<file path="config.mk">
export PLATFORM = sky130hd
export DESIGN_NAME = peripheral_timer_flat
export DESIGN_NICKNAME = d
export VERILOG_FILES = /design/src/rtl/periph_pkg.sv /design/src/rtl/peripheral_timer_if.sv /design/src/rtl/periph_timer_core.sv /design/src/rtl/peripheral_timer.sv /design/src/flat_wrapper.sv
export SDC_FILE = /design/constraint.sdc
export NUM_CORES = 1
export LEC_CHECK = 0
export CAP_MARGIN = 0
export CORE_MARGIN = 3
export CORE_UTILIZATION = 30
export CTS_CLUSTER_SIZE = 14
export DETAILED_ROUTE_END_ITERATION = 10
export PLACE_DENSITY = 0.57
export SYNTH_ARGS = -nofsm -noshare
export SYNTH_HDL_FRONTEND = slang
export SYNTH_SLANG_ARGS = --single-unit
</file>
<file path="constraint.sdc">
create_clock -name clk -period 3.5 [get_ports clk]
set_clock_uncertainty 0.05 [all_clocks]
set_input_delay 0.525 -clock clk [delete_from_list [all_inputs] [get_ports clk]]
set_output_delay 0.525 -clock clk [all_outputs]
set_load 0.005 [all_outputs]
</file>
<file path="src/rtl/periph_pkg.sv">
// Shared constants for the memory-mapped timer/IO peripheral:
// register byte offsets and TCON bit positions.
package periph_pkg;

  localparam logic [4:0] OFS_TH      = 5'h00;
  localparam logic [4:0] OFS_TL      = 5'h04;
  localparam logic [4:0] OFS_TCON    = 5'h08;
  localparam logic [4:0] OFS_LED     = 5'h0C;
  localparam logic [4:0] OFS_SW      = 5'h10;
  localparam logic [4:0] OFS_DIGI    = 5'h14;
  localparam logic [4:0] OFS_SYSTICK = 5'h18;

  localparam int TCON_EN = 0;
  localparam int TCON_IE = 1;
  localparam int TCON_IS = 2;

endpackage

</file>
<file path="src/rtl/peripheral_timer_if.sv">
// CPU data bus as seen by the peripheral window:
// read/write strobes, address, write data and read data.
interface peripheral_timer_if;

  logic        MemRd;
  logic        MemWr;
  logic [31:0] Address;
  logic [31:0] WriteData;
  logic [31:0] ReadData;

  modport master (
    output MemRd, MemWr, Address, WriteData,
    input  ReadData
  );

  modport slave (
    input  MemRd, MemWr, Address, WriteData,
    output ReadData
  );

endinterface

</file>
<file path="src/rtl/periph_timer_core.sv">
// TH/TL/TCON timer: TL counts up, reloads from TH on overflow,
// and latches the interrupt status bit when enabled.
module periph_timer_core
  import periph_pkg::*;
(
  input  logic        clk,
  input  logic        reset,
  input  logic        we_th,
  input  logic        we_tl,
  input  logic        we_tcon,
  input  logic [31:0] wdata,
  output logic [31:0] th,
  output logic [31:0] tl,
  output logic [2:0]  tcon,
  output logic        irq
);

  logic ovf;
  logic set_is;

  assign ovf    = tcon[TCON_EN] && (tl == 32'hFFFF_FFFF);
  assign set_is = ovf && tcon[TCON_IE];
  assign irq    = tcon[TCON_IE] & tcon[TCON_IS];

  // Reload register; an overflow in the same cycle uses the old value
  always_ff @(posedge clk) begin
    if (reset)      th <= '0;
    else if (we_th) th <= wdata;
  end

  // Counter: CPU write beats increment and reload
  always_ff @(posedge clk) begin
    if (reset)                tl <= '0;
    else if (we_tl)           tl <= wdata;
    else if (ovf)             tl <= th;
    else if (tcon[TCON_EN])   tl <= tl + 32'd1;
  end

  // Control/status; a write during overflow still keeps the new interrupt
  always_ff @(posedge clk) begin
    if (reset)        tcon <= '0;
    else if (we_tcon) tcon <= wdata[2:0] | {set_is, 2'b00};
    else if (set_is)  tcon[TCON_IS] <= 1'b1;
  end

endmodule

</file>
<file path="src/rtl/peripheral_timer.sv">
// Timer/IO peripheral at BASE_ADDR: timer, LED, switch, 7-seg regs.
// Optional free-running systick at 0x18 when PERIPH_SYSTICK_EN is defined.
module peripheral_timer
  import periph_pkg::*;
#(
  parameter logic [31:0] BASE_ADDR = 32'h4000_0000,
  parameter int          LED_W     = 8
) (
  input  logic             clk,
  input  logic             reset,
  peripheral_timer_if.slave bus,
  input  logic [LED_W-1:0] switch,
  output logic [LED_W-1:0] led,
  output logic [11:0]      digi,
  output logic             IRQ
);

  logic        sel;
  logic        wr;
  logic [4:0]  ofs;
  logic [31:0] th;
  logic [31:0] tl;
  logic [2:0]  tcon;
  logic [31:0] rdata;
  logic [LED_W-1:0] sw_s1;
  logic [LED_W-1:0] sw_s2;
  logic        unused_addr;

  assign sel = bus.Address[31:5] == BASE_ADDR[31:5];
  assign ofs = {bus.Address[4:2], 2'b00};
  assign wr  = bus.MemWr & sel;

  assign unused_addr = ^bus.Address[1:0];

  periph_timer_core u_core (
    .clk     (clk),
    .reset   (reset),
    .we_th   (wr && ofs == OFS_TH),
    .we_tl   (wr && ofs == OFS_TL),
    .we_tcon (wr && ofs == OFS_TCON),
    .wdata   (bus.WriteData),
    .th      (th),
    .tl      (tl),
    .tcon    (tcon),
    .irq     (IRQ)
  );

  // Output registers written from the bus
  always_ff @(posedge clk) begin
    if (reset) begin
      led  <= '0;
      digi <= '0;
    end else begin
      if (wr && ofs == OFS_LED)  led  <= bus.WriteData[LED_W-1:0];
      if (wr && ofs == OFS_DIGI) digi <= bus.WriteData[11:0];
    end
  end

  // Two-flop synchronizer for the asynchronous board switches
  always_ff @(posedge clk) begin
    if (reset) begin
      sw_s1 <= '0;
      sw_s2 <= '0;
    end else begin
      sw_s1 <= switch;
      sw_s2 <= sw_s1;
    end
  end

`ifdef PERIPH_SYSTICK_EN
  logic [31:0] systick;

  // Free-running cycle counter, wraps naturally
  always_ff @(posedge clk) begin
    if (reset) systick <= '0;
    else       systick <= systick + 32'd1;
  end
`endif

  // Combinational read mux; zero unless a mapped read is in progress
  always_comb begin
    rdata = '0;
    if (bus.MemRd && sel) begin
      case (ofs)
        OFS_TH:      rdata = th;
        OFS_TL:      rdata = tl;
        OFS_TCON:    rdata = {29'd0, tcon};
        OFS_LED:     rdata = {{(32-LED_W){1'b0}}, led};
        OFS_SW:      rdata = {{(32-LED_W){1'b0}}, sw_s2};
        OFS_DIGI:    rdata = {20'd0, digi};
`ifdef PERIPH_SYSTICK_EN
        OFS_SYSTICK: rdata = systick;
`endif
        default:     rdata = '0;
      endcase
    end
  end

  assign bus.ReadData = rdata;

endmodule

</file>
<file path="src/flat_wrapper.sv">
// flat-port wrapper written by rule: the top's interface ports become plain ports
module peripheral_timer_flat import periph_pkg::*;
#(
  parameter logic [31:0] BASE_ADDR = 32'h4000_0000,
  parameter int          LED_W     = 8
)
  (clk, reset, switch, led, digi, IRQ, bus_MemRd, bus_MemWr, bus_Address, bus_WriteData, bus_ReadData);
  peripheral_timer_if bus_i ();
  input  logic clk;
  input  logic reset;
  input  logic [LED_W-1:0] switch;
  output logic [LED_W-1:0] led;
  output logic [11:0] digi;
  output logic IRQ;
  input wire logic [$bits(bus_i.MemRd)-1:0] bus_MemRd;
  input wire logic [$bits(bus_i.MemWr)-1:0] bus_MemWr;
  input wire logic [$bits(bus_i.Address)-1:0] bus_Address;
  input wire logic [$bits(bus_i.WriteData)-1:0] bus_WriteData;
  output wire logic [$bits(bus_i.ReadData)-1:0] bus_ReadData;
  assign bus_i.MemRd = bus_MemRd;
  assign bus_i.MemWr = bus_MemWr;
  assign bus_i.Address = bus_Address;
  assign bus_i.WriteData = bus_WriteData;
  assign bus_ReadData = bus_i.ReadData;
  peripheral_timer #(.BASE_ADDR(BASE_ADDR), .LED_W(LED_W)) u_core (.clk(clk), .reset(reset), .bus(bus_i), .switch(switch), .led(led), .digi(digi), .IRQ(IRQ));
endmodule
</file>
==> impl_metrics.ini <==
[detailed_routing]
routed.top_layer = met4
drt_iter0_drc = 415
wl_met1_mm = 9.50
drt_first_pass_iters = 5
drc = 0
routedWlPerCell_um = 17.9
met3_length_mm = 1.08
via_count = 5951
dr_wl_met2_mm = 9.31
drt-vias-per-instance = 5.29
routed_wl_mm = 20.2
ant_nets = 0

[sta]
max_clock_freq_mhz = 293
timing.final.crit_share_pct = 97.7
final_max_slew_viol_count = 0
whs_ns = 0.390
period_needed_ns = 3.42
final_hold_viol_count = 0
grt_setup_unrepaired = yes
layout_setup_ws_ns = 0.0815
tightest_slew_ns = 1.07
setup_viol = 0
max-slew-margin-rel_pct = 28.6

[floorplan]
die_h_um = 146
die_area_um2 = 21300
fp.coreArea_um2 = 19000
ios = 129
start_util_pct = 31.0
fp.dieW_um = 146
num_rows = 50

[logic_synthesis]
avgSynthCellArea_um2 = 7.92
synthesis.nets = 818
yosysTopAreaCell = dfxtp_1
synth.area.top_cells = dfxtp_1 35%, nand2_1 5.9%, mux2i_1 5.6%
syn_area_um2 = 5870
synth_edf_count = 0
async_flop_share_pct = 0
syn_inst = 741
yosysSeqAreaShare_pct = 35.1
yosys_register_bits = 103
ys_types = 67
synthFlopType = dfxtp_1
yosysTopAreaCellShare_pct = 35.1
synth_warnings = 0

[final_layout]
drive_gt1_share_pct = 11.7
syn2layout_area_growth_pct = 33.6
nets = 937
utilization_pct = 41.4
fillers = 1933
final_cells = 1125
insertedDiodeCount = 0

[critical_path]
required_ns = 2.92
path_buf_inv = 2
cpLargestDelayFamily = simple AND/OR/NAND/NOR gates
slowest_delay_ns = 0.53
cp-start-kind = primary input
cp_cell_sequence = clkdlybuf4s50_1 > or4_4 > or3_4 > nor2_4 > nand3_4 > nor2_1 > clkdlybuf4s50_1
cp.arrival_ns = 2.84
crit_type = primary input to output port
end_kind = output port
worstPathMaxFanout = 5
cp_common_cell = clkdlybuf4s50_1
slowest_stage = or4_4

[power_and_ir_drop]
p_leak_nw = 2.56
total_power_w = 0.00246
vdd_ir_drop_max_v = 0.000249
p_per_area_nw_per_um2 = 313

[run_status]
status = complete, no violations

[cts]
cts_root_buffer = clkbuf_16
clk_pin_slew_ns = 0.08
cts.sinks = 103
cts_tree = built
htreeDepth = 3
clockBufferDepth = 2
cts_hold_buf = 0
clk_latency_ns = 0.36
cts_buffers = 9

[grt]
grt_pass1_vias = 5911
grt_usage_pct = 18.6
grt_overflow_total = 0
grt_max_degree = 95
antenna_found_initial = 0
grt_pass1_wl_mm = 32.3

[min_path]
hp-class = flop to flop

[flow_run]
maxCapViolations = 0

[place]
post-place-ws_ns = -0.270
gp_congestion = 0.881
dp_hpwl_mm = 14.4
placed_cells = 1105
portBuffers = 126
==> per-stage QoR <==
step | cell area (um^2) | setup TNS [ns]
after floorplan | 5870 | 0
after global placement | 7460 | -6.57
after detailed placement | 7460 | -7.42
after CTS | 7820 | -0.0297
after global routing | 7840 | -0.0173
final | 7840 | 0
==> synthesized netlist by cell type (3+ instances only) <==
master	count
a211oi_1	20
and4_1	8
clkbuf_8	7
a221oi_1	3
or3_1	5
clkbuf_1	42
nor2b_1	20
nand2b_1	9
or4_1	6
nand3_1	26
o211ai_1	7
mux2i_1	33
a31oi_1	9
o21ai_1	5
a22oi_1	29
o32ai_1	9
or4_4	3
o31a_2	4
xor2_1	3
xnor2_1	12
nand2_1	93
nand4_1	15
buf_2	10
nor4_1	21
nor4b_1	4
a21oi_1	50
o41ai_1	3
a311oi_1	5
o21ai_0	14
nor3b_1	4
buf_4	4
nor2_1	75
dfxtp_1	103
and3_1	4
inv_1	14
nor3_1	25
==> layout by cell type (no fill, tap or decap), types with 12 or more instances in the layout <==
cell             count
buf_4               44
o21ai_0             14
a21oi_1             48
nor4_1              21
nor2b_1             20
nor3_1              24
nand3_1             25
dlygate4sd2_1       21
clkdlybuf4s50_1     94
nand2_1             93
inv_1               14
a22oi_1             29
xnor2_1             12
nor2_1              73
nand4_1             15
mux2i_1             33
a211oi_1            18
dfxtp_1            103
==> path summary, 6_finish.rpt <==
check,startpoint,to,slack (ns),cells after the start
hold / removal,u_core.sw_s1[6]$_SDFF_PP0_,u_core.sw_s2[6]$_SDFF_PP0_,0.39,1
setup / recovery,bus_Address[22],bus_ReadData[0],0.08,7
hold reg to reg,u_core.sw_s1[6]$_SDFF_PP0_,u_core.sw_s2[6]$_SDFF_PP0_,0.39,1
setup reg to reg,u_core.u_core.tl[2]$_SDFFE_PP0P_,u_core.u_core.tl[31]$_SDFFE_PP0P_,0.85,5
==> worst reg2reg max path, delay by kind of cell, from the launching register on <==
kind,cells,cell delay [ns]
simple gates,4,1.82
compound gates,1,0.11
flops,1,0.50
==> state kept, by name, summed over array words and instances (netlist names) <==
signal / flops
u_core.u_core.tcon: 3
u_core.sw_s1: 8
u_core.sw_s2: 8
u_core.led: 8
u_core.u_core.tl: 32
u_core.u_core.th: 32
u_core.digi: 12
==> cell families after synthesis <==
family | count (synthesis) | share of synthesized area [%]
AO/OA/AOI/OAI | 170 | 19.5
flip-flops | 103 | 35.1
XOR/XNOR | 15 | 2.24
multiplexers | 36 | 6.39
buffers and inverters | 81 | 7.29
AND/OR/NAND/NOR | 335 | 29.2
adder cells (fa/ha/maj) | 1 | 0.213
==> report_power, final <==
group | switching [W] | internal, W | leakage [nW]
registers | 0.00000185 | 0.00118 | 0.833
clock network | 0.000517 | 0.000575 | 0.156
logic | 0.0000839 | 0.000101 | 1.57
total | 0.000603 | 0.00186 | 2.56
==> metal layers <==
metal / global-route usage (%) / up-vias
met5: 0 / -
met4: 4.94 / 0
met3: 4.02 / 19
met2: 30.4 / 171
met1: 25.0 / 2816
li1: - / 2945
==> area by class of cell <==
type | count | area [um^2] | area share (%)
multi-input cells | 557 | 3440 | 43.9
inverters | 14 | 52.6 | 0.670
clock inverters | 7 | 86.3 | 1.10
clock buffers | 9 | 225 | 2.87
flip-flops and latches | 103 | 2060 | 26.3
well taps | 260 | 325 | 4.15
repair buffers | 175 | 1650 | 21.0
==> repair_timing <==
item	in CTS	in global routing
pin swaps	4	5
setup endpoints to repair	32	8
resized for setup	48	11
setup buffers	4	2
Power figures use the tool's default switching activity.
